File: src/rtl/hxm_hit_feeder_pkg.sv
// Shared widths and FSM state encoding for the hxmpp hit feeder.
package hxm_hit_feeder_pkg;
  localparam int ROWINDEXBITS_HNM = 4;
  localparam int COLINDEXBITS_HNM = 4;
  localparam int SSIDBITS         = ROWINDEXBITS_HNM + COLINDEXBITS_HNM;
  localparam int HITINFOBITS      = 8;
  localparam int ENTRYBITS        = SSIDBITS + HITINFOBITS;

  typedef enum logic [1:0] {
    INIT  = 2'd0,
    RUN   = 2'd1,
    DRAIN = 2'd2,
    DONE  = 2'd3
  } hxm_state_e;
endpackage

File: src/rtl/hxm_sync_fifo.sv
// Single-clock FIFO with wrap-bit pointers; count, full and empty derive from the pointer difference.
module hxm_sync_fifo #(
  parameter int WIDTH = 16,
  parameter int DEPTH = 16
) (
  input  logic                   clk,
  input  logic                   reset,
  input  logic                   push,
  input  logic                   pop,
  input  logic [WIDTH-1:0]       wdata,
  output logic [WIDTH-1:0]       rdata,
  output logic [$clog2(DEPTH):0] count,
  output logic                   full,
  output logic                   empty
);
  localparam int AW = $clog2(DEPTH);
  localparam logic [AW:0] PTR_ONE   = (AW+1)'(1);
  localparam logic [AW:0] PTR_DEPTH = (AW+1)'(DEPTH);

  logic [AW:0]      wr_ptr_q, wr_ptr_d;
  logic [AW:0]      rd_ptr_q, rd_ptr_d;
  logic [WIDTH-1:0] mem_q [DEPTH];

  assign count = wr_ptr_q - rd_ptr_q;
  assign full  = (count == PTR_DEPTH);
  assign empty = (count == '0);
  assign rdata = mem_q[rd_ptr_q[AW-1:0]];

  // Pointer advance on push/pop
  always_comb begin
    wr_ptr_d = wr_ptr_q;
    rd_ptr_d = rd_ptr_q;
    if (push) wr_ptr_d = wr_ptr_q + PTR_ONE;
    else      wr_ptr_d = wr_ptr_q;
    if (pop)  rd_ptr_d = rd_ptr_q + PTR_ONE;
    else      rd_ptr_d = rd_ptr_q;
  end

  // Pointer registers
  always_ff @(posedge clk or posedge reset) begin
    if (reset) begin
      wr_ptr_q <= '0;
      rd_ptr_q <= '0;
    end else begin
      wr_ptr_q <= wr_ptr_d;
      rd_ptr_q <= rd_ptr_d;
    end
  end

  // Storage array; contents are only meaningful between the pointers
  always_ff @(posedge clk) begin
    if (push) mem_q[wr_ptr_q[AW-1:0]] <= wdata;
  end
endmodule

File: src/rtl/hxm_hit_feeder.sv
// Upstream hit feeder for hxmpp: buffers hits, issues one write per clock, flags event completion.
// Optional HXM_HIT_COUNT_EN adds hit_count and fifo_overflow_seen.
module hxm_hit_feeder
  import hxm_hit_feeder_pkg::*;
#(
  parameter int FIFO_DEPTH  = 16,
  parameter int INIT_CYCLES = 8
) (
  input  logic                        clk,
  input  logic                        reset,
  input  logic                        in_valid,
  output logic                        in_ready,
  input  logic [ROWINDEXBITS_HNM-1:0] in_row,
  input  logic [COLINDEXBITS_HNM-1:0] in_col,
  input  logic [HITINFOBITS-1:0]      in_hitInfo,
  input  logic                        event_end,
  output logic                        write,
  output logic [SSIDBITS-1:0]         writeSSID,
  output logic [HITINFOBITS-1:0]      writeHitInfo,
  output logic                        event_done,
  output logic [$clog2(FIFO_DEPTH):0] fifo_count
`ifdef HXM_HIT_COUNT_EN
  ,
  output logic [15:0]                 hit_count,
  output logic                        fifo_overflow_seen
`endif
);
  localparam int HW = $clog2(INIT_CYCLES + 1);
  localparam logic [HW-1:0] HOLD_INIT = HW'(INIT_CYCLES);
  localparam logic [HW-1:0] HOLD_ONE  = HW'(1);

  hxm_state_e             state_q, state_d;
  logic [HW-1:0]          hold_q, hold_d;
  logic                   write_q, write_d;
  logic [SSIDBITS-1:0]    ssid_q, ssid_d;
  logic [HITINFOBITS-1:0] info_q, info_d;
  logic                   done_q, done_d;

  logic                   push_s, pop_s, full_s, empty_s;
  logic [ENTRYBITS-1:0]   rdata_s;
  logic [$clog2(FIFO_DEPTH):0] count_s;

  assign in_ready     = (state_q == RUN) && !full_s;
  assign push_s       = in_valid && in_ready;
  assign pop_s        = ((state_q == RUN) || (state_q == DRAIN)) && !empty_s;
  assign write        = write_q;
  assign writeSSID    = ssid_q;
  assign writeHitInfo = info_q;
  assign event_done   = done_q;
  assign fifo_count   = count_s;

  hxm_sync_fifo #(.WIDTH(ENTRYBITS), .DEPTH(FIFO_DEPTH)) u_fifo (
    .clk   (clk),
    .reset (reset),
    .push  (push_s),
    .pop   (pop_s),
    .wdata ({in_row, in_col, in_hitInfo}),
    .rdata (rdata_s),
    .count (count_s),
    .full  (full_s),
    .empty (empty_s)
  );

  // Phase sequencing: hold-off after reset, then run/drain/done per event
  always_comb begin
    state_d = state_q;
    hold_d  = hold_q;
    case (state_q)
      INIT: begin
        if (hold_q <= HOLD_ONE) begin
          hold_d  = '0;
          state_d = RUN;
        end else begin
          hold_d  = hold_q - HOLD_ONE;
          state_d = INIT;
        end
      end
      RUN:     if (event_end) state_d = DRAIN; else state_d = RUN;
      DRAIN:   if (empty_s)   state_d = DONE;  else state_d = DRAIN;
      DONE:    state_d = RUN;
      default: state_d = INIT;
    endcase
  end

  // Next values of the write port; data holds on idle cycles
  always_comb begin
    write_d = pop_s;
    done_d  = (state_q == DRAIN) && empty_s;
    if (pop_s) begin
      ssid_d = rdata_s[ENTRYBITS-1:HITINFOBITS];
      info_d = rdata_s[HITINFOBITS-1:0];
    end else begin
      ssid_d = ssid_q;
      info_d = info_q;
    end
  end

  // State and output registers
  always_ff @(posedge clk or posedge reset) begin
    if (reset) begin
      state_q <= INIT;
      hold_q  <= HOLD_INIT;
      write_q <= 1'b0;
      ssid_q  <= '0;
      info_q  <= '0;
      done_q  <= 1'b0;
    end else begin
      state_q <= state_d;
      hold_q  <= hold_d;
      write_q <= write_d;
      ssid_q  <= ssid_d;
      info_q  <= info_d;
      done_q  <= done_d;
    end
  end

`ifdef HXM_HIT_COUNT_EN
  localparam int OW = $clog2(FIFO_DEPTH + 2);
  localparam logic [OW-1:0] OVF_LIMIT = OW'(FIFO_DEPTH);

  logic [15:0]   hit_count_q, hit_count_d;
  logic [OW-1:0] ovf_cnt_q, ovf_cnt_d;
  logic          ovf_seen_q, ovf_seen_d;

  assign hit_count          = hit_count_q;
  assign fifo_overflow_seen = ovf_seen_q;

  // Per-event write tally and stalled-while-full detector (counter saturates past the limit)
  always_comb begin
    if (done_q)                                     hit_count_d = 16'd0;
    else if (write_q && (hit_count_q != 16'hFFFF)) hit_count_d = hit_count_q + 16'd1;
    else                                            hit_count_d = hit_count_q;
    if (in_valid && full_s) begin
      if (ovf_cnt_q > OVF_LIMIT) ovf_cnt_d = ovf_cnt_q;
      else                       ovf_cnt_d = ovf_cnt_q + OW'(1);
    end else begin
      ovf_cnt_d = '0;
    end
    ovf_seen_d = ovf_seen_q || (ovf_cnt_d > OVF_LIMIT);
  end

  // Optional statistics registers
  always_ff @(posedge clk or posedge reset) begin
    if (reset) begin
      hit_count_q <= 16'd0;
      ovf_cnt_q   <= '0;
      ovf_seen_q  <= 1'b0;
    end else begin
      hit_count_q <= hit_count_d;
      ovf_cnt_q   <= ovf_cnt_d;
      ovf_seen_q  <= ovf_seen_d;
    end
  end
`endif
endmodule

File: config.mk
export PLATFORM = sky130hd
export DESIGN_NAME = hxm_hit_feeder
export DESIGN_NICKNAME = d
export VERILOG_FILES = /design/src/rtl/hxm_hit_feeder_pkg.sv /design/src/rtl/hxm_sync_fifo.sv /design/src/rtl/hxm_hit_feeder.sv
export SDC_FILE = /design/constraint.sdc
export NUM_CORES = 1
export LEC_CHECK = 0
export ABC_AREA = 1
export CAP_MARGIN = 25
export CORE_ASPECT_RATIO = 0.8
export CORE_MARGIN = 2
export CORE_UTILIZATION = 24
export CTS_CLUSTER_SIZE = 14
export DETAILED_ROUTE_END_ITERATION = 6
export PLACE_DENSITY_LB_ADDON = 0.25
export SYNTH_ARGS = -nofsm -noshare
export SYNTH_HDL_FRONTEND = slang
export SYNTH_SLANG_ARGS = --single-unit
export TNS_END_PERCENT = 50
File: constraint.sdc
create_clock -name clk -period 2.9 [get_ports clk]
set_clock_uncertainty 0.05 [all_clocks]
set_input_delay 0.29 -clock clk [delete_from_list [all_inputs] [get_ports clk]]
set_output_delay 0.29 -clock clk [all_outputs]
set_load 0.1 [all_outputs]
=== Word level (Yosys, flattened, before mapping) ===
Memories as Yosys holds them, arrays and structs flattened. A register that Yosys moved wholly into a read port is not among the register bits.
Index checks and enable logic that the tools add are counted.

* Register bits after elaboration: 18
* RAM bits: 256
* Input bits: 20
* Output and inout port bits: 24
* Logic and storage cells: 32
* Memories kept: 1

* $add $sub $neg: 4
* Magnitude comparators: 1
* Eq/ne operators: 4
* Multiplexer cells: 7
* Reduce and logical (&&, ||, !) cells: 9

{| class="wikitable"
|+ Memory list
! name !! depth !! width !! rd ports !! clocked after memory_dff !! wr ports !! line !! RTL
|-
| u_fifo.mem_q || 16 || 16 || 1 || 1 || 1 || hxm_sync_fifo.sv:22 || <nowiki>logic [WIDTH-1:0] mem_q [DEPTH];</nowiki>
|}

{| class="wikitable"
|+ Operator list
! operator !! number
|-
| $add A5 B1 Y5 const B || 2
|-
| $pmux W2 S4 || 1
|-
| $eq A5 B5 Y1 const B || 1
|-
| $logic_not A5 Y1 || 1
|-
| $sub A5 B5 Y5 || 1
|-
| $eq A2 B2 Y1 const B || 2
|-
| $le A4 B1 Y1 const B || 1
|-
| $logic_and A1 B1 Y1 || 4
|-
| $mux W1 || 4
|-
| $mux W4 || 1
|-
| $sub A4 B1 Y4 const B || 1
|-
| $eq A2 B1 Y1 const B || 1
|-
| $logic_not A1 Y1 || 2
|-
| $logic_not A2 Y1 || 1
|-
| $mux W2 || 1
|-
| $logic_or A1 B1 Y1 || 1
|}

=== Depth between registers and ports, before layout ===
Gate-level depths: netlist of the first run.

* Depth in word-level cells: 7
* Mapped depth: 14

=== Cells and area by module ===
From an unflattened synthesis of the first run, not the netlist that was laid out.

* Cells, all modules: 1313
* Area, all modules: 13007.5 µm²

{| class="wikitable"
|+ By module, submodules not included
! module !! instances !! cells an instance !! area an instance (µm²)
|-
| hxm_sync_fifo || 1 || 1187 || 11902.7
|-
| hxm_hit_feeder || 1 || 126 || 1104.8
|}

=== Worst setup path after synthesis of the first run ===
Ideal clock, no wire load.

* Path kind: register to register
* From: register u_fifo.rd_ptr_q[1]
* To: memory u_fifo.mem_q[12][0], enable pin
* Arrival: 4.067 ns
* Data required time: 2.462 ns
* Setup slack: -1.605 ns
* Stages on the path, launching flop included: 11
* Buffers on the path: 3
* Cells stage by stage: dfrtp_1 inv_1 buf_2 buf_2 fa_1 xor2_1 nor2_2 nand3_2 nand3_1 buf_2 nor2_1

* Cells in the longest elaborated chain, start to end: 7

{| class="wikitable"
|+ Ends and longest elaborated chain
! item !! line !! RTL
|-
| start: declaration || hxm_sync_fifo.sv:21 || <nowiki>logic [AW:0] rd_ptr_q, rd_ptr_d;</nowiki>
|-
| start signal: assignment || hxm_sync_fifo.sv:46 || <nowiki>rd_ptr_q <= rd_ptr_d;</nowiki>
|-
| $sub A5 B5 Y5 || hxm_sync_fifo.sv:24 || <nowiki>assign count = wr_ptr_q - rd_ptr_q;</nowiki>
|-
| via fifo_count[2] || hxm_hit_feeder.sv:21 || <nowiki>output logic [$clog2(FIFO_DEPTH):0] fifo_count</nowiki>
|-
| $eq A5 B5 Y1 || hxm_sync_fifo.sv:25 || <nowiki>assign full = (count == PTR_DEPTH);</nowiki>
|-
| $logic_not A1 Y1 || hxm_hit_feeder.sv:43 || <nowiki>assign in_ready = (state_q == RUN) && !full_s;</nowiki>
|-
| $logic_and A1 B1 Y1 || hxm_hit_feeder.sv:43 ||
|-
| $logic_and A1 B1 Y1 || hxm_hit_feeder.sv:44 || <nowiki>assign push_s = in_valid && in_ready;</nowiki>
|-
| $mux W1 || hxm_sync_fifo.sv:52 || <nowiki>if (push) mem_q[wr_ptr_q[AW-1:0]] <= wdata;</nowiki>
|-
| $mux W1 (implied by the code) || hxm_sync_fifo.sv:52 ||
|-
| end: declaration || hxm_sync_fifo.sv:22 ||
|}

The timed path passes the listed nets, and every way through them passes these cells.

=== Worst setup path after layout of the first run ===
* From: register u_fifo.rd_ptr_q[0]
* To: output in_ready

* Cells in the longest elaborated chain, start to end: 4

{| class="wikitable"
|+ Ends and longest elaborated chain
! item !! line !! RTL
|-
| $sub A5 B5 Y5 || hxm_sync_fifo.sv:24 ||
|-
| $eq A5 B5 Y1 || hxm_sync_fifo.sv:25 ||
|-
| $logic_not A1 Y1 || hxm_hit_feeder.sv:43 ||
|-
| $logic_and A1 B1 Y1 || hxm_hit_feeder.sv:43 ||
|-
| end: declaration || hxm_hit_feeder.sv:12 || <nowiki>output logic in_ready,</nowiki>
|}

Every way passes these cells.

==> summary.md, run 1 <==
| Metric | Value |
|---|---|
| Psw | `7.45 mW` |
| Arrival time at the worst endpoint | `2.49 ns` |
| Top cell type's share of synthesized area | `62.9%` |
| CTS H-Tree Depth | `1` |
| Worst Tran Pin Value | `0.935 ns` |
| Worst Setup End Kind | `output pin` |
| Cell Chain, Critical Path | `ha_4 -> inv_2 -> fa_2 -> or2_4 -> nor2_4 -> nand3_4 -> and2_4 -> buf_12` |
| Post-Synthesis Cells | `1,124` |
| Reg area | `8540 µm²` |
| Wirelength, routed | `34,600 µm` |
| Vias per std cell | `around 4.3` |
| Hold_ws | `slightly below 0.1 ns` |
| Nets | `1,231` |
| Largest net degree at the start of global routing | `133` |
| Seq cells post-synth | `290` |
| Slowest-stage cell, CP | `dfrtp_4` |
| Fillers | `just over 5,000` |
| Starting Density | `around a quarter` |
| Main area contributors after synthesis | `edfxtp_1 63%, nand2_1 11%, dfrtp_1 6.8%` |
| Worst vdd ir | `0.000725 V` |
| Fin. max-slew vios | `0` |
| Syn avg cell area | `between 10 and 15 µm²` |
| Antenna diode count | `0` |
| Detailed placement HPWL | `between 20,000 and 25,000 µm` |
| Area grow syn2layout | `22.3%` |
| Crit-path max cell delay | `0.49 ns` |
| Clk_lat worst skew | `roughly 0.56 ns` |
| DIE WIDTH | `256 µm` |
| Final Cycle Share | `97.4%` |
| Area of the multi-input gates | `~3500 µm²` |
| Max Cap Violations | `0` |
| Initial antenna violation count | `1` |
| EDFF count, synth | `256` |
| Overall Global Routing Usage | `13.1%` |
| Share of post-route cells with drive strength above 1 | `12.7%` |
| PD cells | `1130 nW/µm²` |
| TritonCTS clock tree | `done` |
| Synth warn | `0` |
| RSZ-0062 raised after global routing | `yes` |
| Clk buf depth | `3` |
| Path category of the worst min-delay check | `in2async` |
| Synth cell types | `31` |
| Mapped Area | `12,200 µm²` |
| LEAKAGE | `5.55 nW` |
| Vias | `8,118` |
| Antenna viol nets, final | `0` |
| IO Pins | `44` |
| Standard-cell rows | `73` |
| CTS Root Cell | `clkbuf_16` |
| Synth Flop Type | `edfxtp_1` |
| Synth area leader | `edfxtp_1` |
| Pint | `9.44 mW` |
| Final Hold Viols | `0` |
| Switching Fraction | `between 40% and 50%` |
| Worst-path fanout max | `4` |
| 1st-iter DRT viols | `673` |
| Seq/Total Area, Yosys | `69.8%` |
| Post-CTS Hold Buffers | `0` |
| Crit Path Class | `reg2out` |
| Commonest cells post-synth | `344 x nand2_1, 256 x edfxtp_1, 169 x nor2_1, 111 x o21ai_0, 61 x nand3_1` |
| Power share of the combinational group | `a little under half` |
| Register-to-Register Setup Slack | `around 0.13 ns` |
| Pwr Total | `16.9 mW` |
| Synth Net Count | `1,161` |
| Fmax | `354 MHz` |
| Register share of total power | `30.6%` |
| Die height | `between 200 and 250 µm` |
| CTS clk-pin slew, worst paths | `approximately 0.06 ns` |
| First-pass GRT wire length | `51,800 µm` |
| Clk sink count | `290` |
| Grt ovf | `0` |
| Post-route DRC | `0` |
| Port Buf Inserts | `43` |
| Status | `finished clean` |
| Vias in the first global route | `8,020` |
| Final min period | `2.83 ns` |
| Fin cells | `1,892` |
| Setup crit start kind | `flop` |
| Num CTS Buffers | `31` |
| CP Data Required Time | `2.56 ns` |
| DRT Pass-1 Iters | `5` |
| Drt wl/cell | `~18 µm` |
| Max-slew headroom | `37.7%` |
| Synth async-reset ratio | `11.7%` |
| GPL Wtd Cong | `0.749` |
| Clk pwr share | `22.4%` |
| Die area | `between 50,000 and 60,000 µm²` |
| Core box area | `50,000 µm²` |
| Most common cell in the netlist | `nand2_1` |
| Placed cells | `1,818` |
| Final setup vio count | `0` |
## timing repair
item	CTS	global route
pin swaps	4	10
setup endpoints to repair	1	258
buffers inserted	7	11
gates resized for setup	2	7
## critical path: cells and delay by family (launching register included)
family                   cells  cell delay (ns)
buffers and inverters        2             0.21
AND/OR/NAND/NOR              4             0.63
adder cells (fa/ha/maj)      2             0.59
flip-flops                   1             0.49
## power by group through the flow
stage | Sequential, mW | Combinational, mW | Clock (mW)
5_1_grt | 5.20 | 8.69 | 4.06
2_1_floorplan | 6.04 | 4.56 | 0
6_report | 5.16 | 7.94 | 3.79
3_5_place_dp | 5.26 | 7.78 | 0
3_3_place_gp | 5.26 | 7.77 | 0
4_1_cts | 5.17 | 7.90 | 3.89
## worst paths after layout
check                                    from                  end  depth (start not counted)
max                        u_fifo.rd_ptr_q[0]             in_ready                          8
min                                     reset   u_fifo.rd_ptr_q[4]                          3
max reg2reg                u_fifo.wr_ptr_q[0]  u_fifo.mem_q[10][9]                         13
min reg2reg                   writeHitInfo[1]      writeHitInfo[1]                          2
max in group asynchronous               reset   u_fifo.rd_ptr_q[0]                          3
min in group clk                    event_end                 flop                          3
## cell usage in the layout (no fill, tap or decap), types with 2 or more instances in the layout
master | Yosys | layout
nand3_4 | 0 | 3
nand2_1 | 344 | 341
clkbuf_1 | 14 | 6
xnor2_1 | 2 | 2
buf_4 | 10 | 54
nand4_1 | 6 | 6
o21ai_0 | 111 | 110
inv_1 | 39 | 36
clkinv_2 | 0 | 8
o21ai_1 | 7 | 8
a21oi_1 | 3 | 2
ha_4 | 0 | 2
clkinv_1 | 2 | 10
clkbuf_16 | 0 | 31
nand2_2 | 0 | 2
ha_1 | 16 | 14
dfrtp_1 | 33 | 31
nor2_1 | 169 | 153
clkdlybuf4s50_1 | 0 | 19
inv_2 | 2 | 4
bufinv_16 | 0 | 3
xor2_1 | 6 | 5
nand3_1 | 61 | 59
edfxtp_1 | 256 | 256
buf_12 | 0 | 19
nor2_4 | 1 | 18
## state kept, by name, summed over array words and instances (netlist names), named ones only
name             count
u_fifo.mem_q       256
u_fifo.rd_ptr_q      5
write                1
writeHitInfo         8
u_fifo.wr_ptr_q      5
writeSSID            8
hold_q               4
event_done           1
state_q              1
## per-stage QoR
step / utilization [%] / setup WS, ns / TNS (ns) / area, µm²
2_1_floorplan: - / -0.0991 / -19.63 / 12400
3_3_place_gp: 27.4 / 0.0590 / 0 / 13700
3_5_place_dp: 27.4 / 0.0622 / 0 / 13700
4_1_cts: 29.4 / 0.0294 / 0 / 14700
5_1_grt: 29.9 / -0.0364 / -2.42 / 15000
6_report: 29.9 / 0.0740 / 0 / 15000
## area by class of cell
type	count	area share (%)
Sequential cell	290	57.1
Multi-Input combinational cell	736	23.2
Timing Repair Buffer	92	6.53
Tap cell	675	5.65
Clock buffer	37	5.34
Clock inverter	19	1.09
Inverter	43	1.09
## kinds of logic after synthesis
group                      Yosys count  share of synthesized area [%]
buffers and inverters               98                           3.64
and+or+nand+nor                    588                           19.1
xor gates and xnor gates             8                          0.573
AOI/OAI and AO/OA                  123                           5.08
DFF                                290                           69.8
adders and majority gates           17                           1.80
## metal layers
layer / part of all wire, % / track usage, % / vias up
li1: - / - / 3926
met1: 46 / 18.4 / 3955
met2: 46 / 21.3 / 201
met3: 6.1 / 2.44 / 36
met4: 1.6 / 2.11 / 0
met5: 0 / 0 / -
Power figures use the tool's default switching activity.
==> inputs of run 2 (changes only) <==
--- a/config.mk
+++ b/config.mk
@@ -6,7 +6,7 @@
 export NUM_CORES = 1
 export LEC_CHECK = 0
 export ABC_AREA = 1
-export CAP_MARGIN = 25
+export CAP_MARGIN = 15
 export CORE_ASPECT_RATIO = 0.8
 export CORE_MARGIN = 2
 export CORE_UTILIZATION = 24
==> run 2 against run 1 <==
Against the previous run:
- non-clock buffer count fell by 1
- flip-flop and latch count did not move
- power barely moved
- count of clock-buffer cells in the layout did not move
- critical path depth did not move
- cell count barely moved
- routed wire length rose by 0.14%
- utilization barely moved
==> summary.md, run 2 (synthesized netlist as in run 1, its figures left out) <==
| Metric | Value |
|---|---|
| Status | `finished clean` |
| Antenna diode count | `0 (unchanged)` |
| RSZ-0062 raised after global routing | `yes` |
| Worst vdd ir | `0.000726 V (+0.16%)` |
| Area of the multi-input gates | `3470 µm² (unchanged)` |
| Final WS setup | `0.0719 ns (-0.00211 ns)` |
| Slowest-stage cell, CP | `dfrtp_4` |
| R2R depth | `13 (unchanged)` |
| Pre-CTS setup slack | `0.0622 ns (unchanged)` |
| Final Cell Area | `15,000 µm² (about the same)` |
| Reg area | `8540 µm² (unchanged)` |
| Standard-cell rows | `73 (unchanged)` |
| DIE WIDTH | `256 µm (unchanged)` |
| Core box area | `50,000 µm² (unchanged)` |
| Clk_lat worst skew | `0.57 ns (about the same)` |
| Largest register FFs | `256 (unchanged)` |
| Path category of the worst min-delay check | `in2async` |
| Crit Path Class | `reg2out` |
| Pint | `9.43 mW (about the same)` |
| Share of post-route cells with drive strength above 1 | `12.7% (-0.072 points)` |
| Cell Area, Placed | `13,700 µm² (unchanged)` |
| Vias in the first global route | `8,020 (unchanged)` |
| Largest net degree at the start of global routing | `133 (unchanged)` |
| Vias per std cell | `4.28 (-0.26%)` |
| LEAKAGE | `5.55 nW (about the same)` |
| Final setup vio count | `0 (unchanged)` |
| CP Data Required Time | `2.56 ns (about the same)` |
| Final Util | `29.9% (about the same)` |
| Final min period | `2.83 ns (+0.00211 ns)` |
| Final Hold Viols | `0 (unchanged)` |
| TritonCTS clock tree | `done` |
| Port Buf Inserts | `43 (unchanged)` |
| Wirelength, routed | `34,600 µm (+0.14%)` |
| Num CTS Buffers | `31 (unchanged)` |
| Commonest cells after routing, fill and taps aside | `341 x nand2_1, 256 x edfxtp_1, 153 x nor2_1` |
| Fillers | `5,173 (unchanged)` |
| Drt wl/cell | `18.3 µm (+0.19%)` |
| Nets | `1,230 (-0.081%)` |
| Pwr Total | `16.9 mW (about the same)` |
| Critical R2R Launch | `u_fifo.wr_ptr_q[0]` |
| Power share of the combinational group | `47.0% (about the same)` |
| Worst Setup End Kind | `output pin` |
| Overall Global Routing Usage | `13.1% (unchanged)` |
| Clk pwr share | `22.4% (about the same)` |
| CTS clk-pin slew, worst paths | `0.06 ns (about the same)` |
| Switching Fraction | `44.2% (+0.050 points)` |
| Post-route DRC | `0 (unchanged)` |
| Fmax | `354 MHz (about the same)` |
| Register-to-Register Setup Slack | `0.12 ns (about the same)` |
| Starting Density | `24.5% (unchanged)` |
| Final Cycle Share | `97.5% (about the same)` |
| CTS Root Cell | `clkbuf_16` |
| IO Pins | `44 (unchanged)` |
| Worst R2R End | `u_fifo.mem_q[4][15]` |
| Area grow syn2layout | `22.3% (about the same)` |
| Detailed placement HPWL | `21,100 µm (unchanged)` |
| Antenna viol nets, final | `0 (unchanged)` |
| Die area | `52,800 µm² (unchanged)` |
| Post-CTS Hold Buffers | `0 (unchanged)` |
| Setup crit start kind | `flop` |
| DRT Pass-1 Iters | `5 (unchanged)` |
| Arrival time at the worst endpoint | `2.49 ns (about the same)` |
| Vias | `8,093 (-0.31%)` |
| Clk buf depth | `3 (unchanged)` |
| Cell Chain, Critical Path | `ha_4 -> inv_2 -> fa_2 -> or2_4 -> nor2_4 -> nand3_4 -> and2_4 -> buf_12` |
| Psw | `7.46 mW (+0.18%)` |
| Die height | `206 µm (unchanged)` |
| First-pass GRT wire length | `51,800 µm (unchanged)` |
| Worst Tran Pin Value | `1.06 ns (+0.122 ns)` |
| Fin. max-slew vios | `0 (unchanged)` |
| Setup TNS | `0 ns (unchanged)` |
| Worst-path fanout max | `4 (unchanged)` |
| GPL Wtd Cong | `0.749 (unchanged)` |
| Max-slew headroom | `29.2% (-8.4 points)` |
| 1st-iter DRT viols | `723 (+7.4%)` |
| CTS H-Tree Depth | `1 (unchanged)` |
| PD cells | `1130 nW/µm² (about the same)` |
| Register share of total power | `30.6% (about the same)` |
| Max Cap Violations | `0 (unchanged)` |
| Commonest non-fill, non-tap cell in the layout | `nand2_1` |
| Initial antenna violation count | `1 (unchanged)` |
| Grt ovf | `0 (unchanged)` |
| Crit-path max cell delay | `0.49 ns (about the same)` |
| Clk sink count | `290 (unchanged)` |
==> run 2: changes by cell type in the layout (fill, tap and decap cells not counted) <==
cell / change
buf_6: +1
buf_4: -2
==> run 2: worst max path at each step <==
stage                  startpoint  slack [ns]             endpoint
3_3_place_gp   u_fifo.wr_ptr_q[0]        0.06  u_fifo.mem_q[13][0]
4_1_cts        u_fifo.wr_ptr_q[0]        0.03   u_fifo.mem_q[6][4]
3_5_place_dp   u_fifo.wr_ptr_q[0]        0.06   u_fifo.mem_q[6][6]
2_1_floorplan  u_fifo.wr_ptr_q[0]        -0.1  u_fifo.mem_q[12][0]
5_1_grt        u_fifo.wr_ptr_q[0]       -0.04  u_fifo.mem_q[10][0]
6_report       u_fifo.rd_ptr_q[0]        0.07             in_ready
==> run 2: per-layer routing <==
layer	GRT usage, %	routed length (µm)	vias to the layer above
met1	18.4	16000	3937
li1	-	-	3922
met2	21.3	16000	194
met5	0	0	-
met4	2.11	578	0
met3	2.44	2040	40
==> run 2: stage by stage <==
step	std cells	hold slack (ns)
after floorplan	1124	0.339
after global placement	1818	0.424
after detailed placement	1818	0.426
after CTS	1880	0.0905
after global routing	1891	0.121
final	1891	0.0919
==> run 2: power by group through the flow <==
stage	clock (mW)	sequential [mW]	combinational (mW)
finish	3.79	5.16	7.95
global route	4.06	5.20	8.69
CTS	3.89	5.17	7.90
detailed placement	0	5.26	7.78
global placement	0	5.26	7.77
floorplan	0	6.04	4.56
==> run 2: area by class of cell <==
type | count | area share [%]
sequential | 290 | 57.2
multi-input combinational | 736 | 23.2
inverter | 43 | 1.09
timing repair buffer | 91 | 6.50
clock buffer | 37 | 5.34
tap | 675 | 5.65
clock inverter | 19 | 1.09
==> run 2: worst max-delay path: cells and delay by family (launching register included) <==
| family | cells | cell delay (ns) |
|---|---|---|
| buffers and inverters | 2 | 0.21 |
| and+or+nand+nor | 4 | 0.63 |
| adders and majority gates | 2 | 0.59 |
| DFF | 1 | 0.49 |
==> run 2: what timing repair did <==
item,CTS,global route
gates resized for setup,2,8
buffers inserted,7,11
setup endpoints to repair,1,260
pin swaps,4,10
cloned,0,0
==> variant: new RTL, settings of run 1 <==
Change the parameter `FIFO_DEPTH` from 16 to 8.
--- a/src/rtl/hxm_hit_feeder.sv
+++ b/src/rtl/hxm_hit_feeder.sv
@@ -3,7 +3,7 @@
 module hxm_hit_feeder
   import hxm_hit_feeder_pkg::*;
 #(
-  parameter int FIFO_DEPTH  = 16,
+  parameter int FIFO_DEPTH  = 8,
   parameter int INIT_CYCLES = 8
 ) (
   input  logic                        clk,
Ports: changed (resized fifo_count); port bits go from 44 to 43. No check against the original RTL was run, so the function may have changed too.
==> variant against run 1 <==
  * Setup slack better by 0.068 ns
  * Final area down 43%
  * Sequential cell count down 130
  * Worst hold slack better by 0.097 ns
  * Highest routed layer unchanged
  * Synthesized area down 44%
  * Register-to-register slack better by 0.03 ns
  * Global-route usage down 0.46 points
  * Wire length down 48%
  * Critical path depth up 2
Power is not shown: default switching activity piles up to over one toggle a cycle in this logic, so the estimate is an artifact.
==> variant: results <==
finish:
  largest_reg_flops: 128
  drive_gt1_share_pct: 14.1
grt:
  met1_usage_pct: 20.9
  grt_pass1_vias: 4416
  antenna_found_initial: 0
  grt_util_all_layers_pct: 12.6
  grt_pass1_wl_um: 27400
  grt_max_degree: 69
route:
  first_iter_violations: 345
  routed_via_density: 4.22
  vias: 4515
  dr.pass1.iters: 7
  drt_wl_total_um: 17800
critical_path:
  cp.arrival_ns: 2.42
  r2r_slack_ns: 0.16
timing:
  worstMarginPinSlew_ns: 0.755
  fin_ws_ns: 0.142
  fin_hold_ws_ns: 0.195
clock_network:
  post_cts_buffers: 1
  cts_max_level: 4
  cts-resized-gates: 0
  cts_buffers: 17
logic_synthesis:
  synth_enable_flop_cells: 128
  netlist_top_cells_count: "189 x nand2_1, 128 x edfxtp_1, 95 x nor2_1"
  ys_types: 33
  synth-adder-area-share_pct: 2.48
  synth_nets: 670
  yosys.area_share.xor_xnor_pct: 0.639
placed_design:
  dp.cells: 1036
  place.gp.congestion: 0.804
  hpwl_um: 11900
  place_ws_ns: 0.197
outcome:
  run_status: "finished, final reports clean"
-- variant: path summary, 6_finish.rpt --
| kind | start | endpoint | depth (start not counted) |
|---|---|---|---|
| setup / recovery | u_fifo.wr_ptr_q[0] | in_ready | 10 |
| hold / removal | reset | event_done | 2 |
| setup reg to reg | u_fifo.wr_ptr_q[0] | u_fifo.mem_q[0][14] | 11 |
| hold reg to reg | writeSSID[0] | writeSSID[0] | 2 |
| max in group asynchronous | reset | u_fifo.rd_ptr_q[0] | 3 |
| min in group clk | writeSSID[0] | writeSSID[0] | 2 |
-- variant: through the flow --
step,area [sq um],util [%]
after global routing,8500,30.2
final,8500,30.2
after floorplan,6950,-
after CTS,8490,30.2
after detailed placement,7850,27.9
after global placement,7850,27.9
-- variant: cell type report --
type                       instances  area, sq um
sequential                       160         4650
fill                            2902        19600
clock buffer                      18          429
tap                              370          463
clock inverter                    14          203
timing repair buffer              64          666
inverter                          24         93.8
multi-input combinational        420         2000
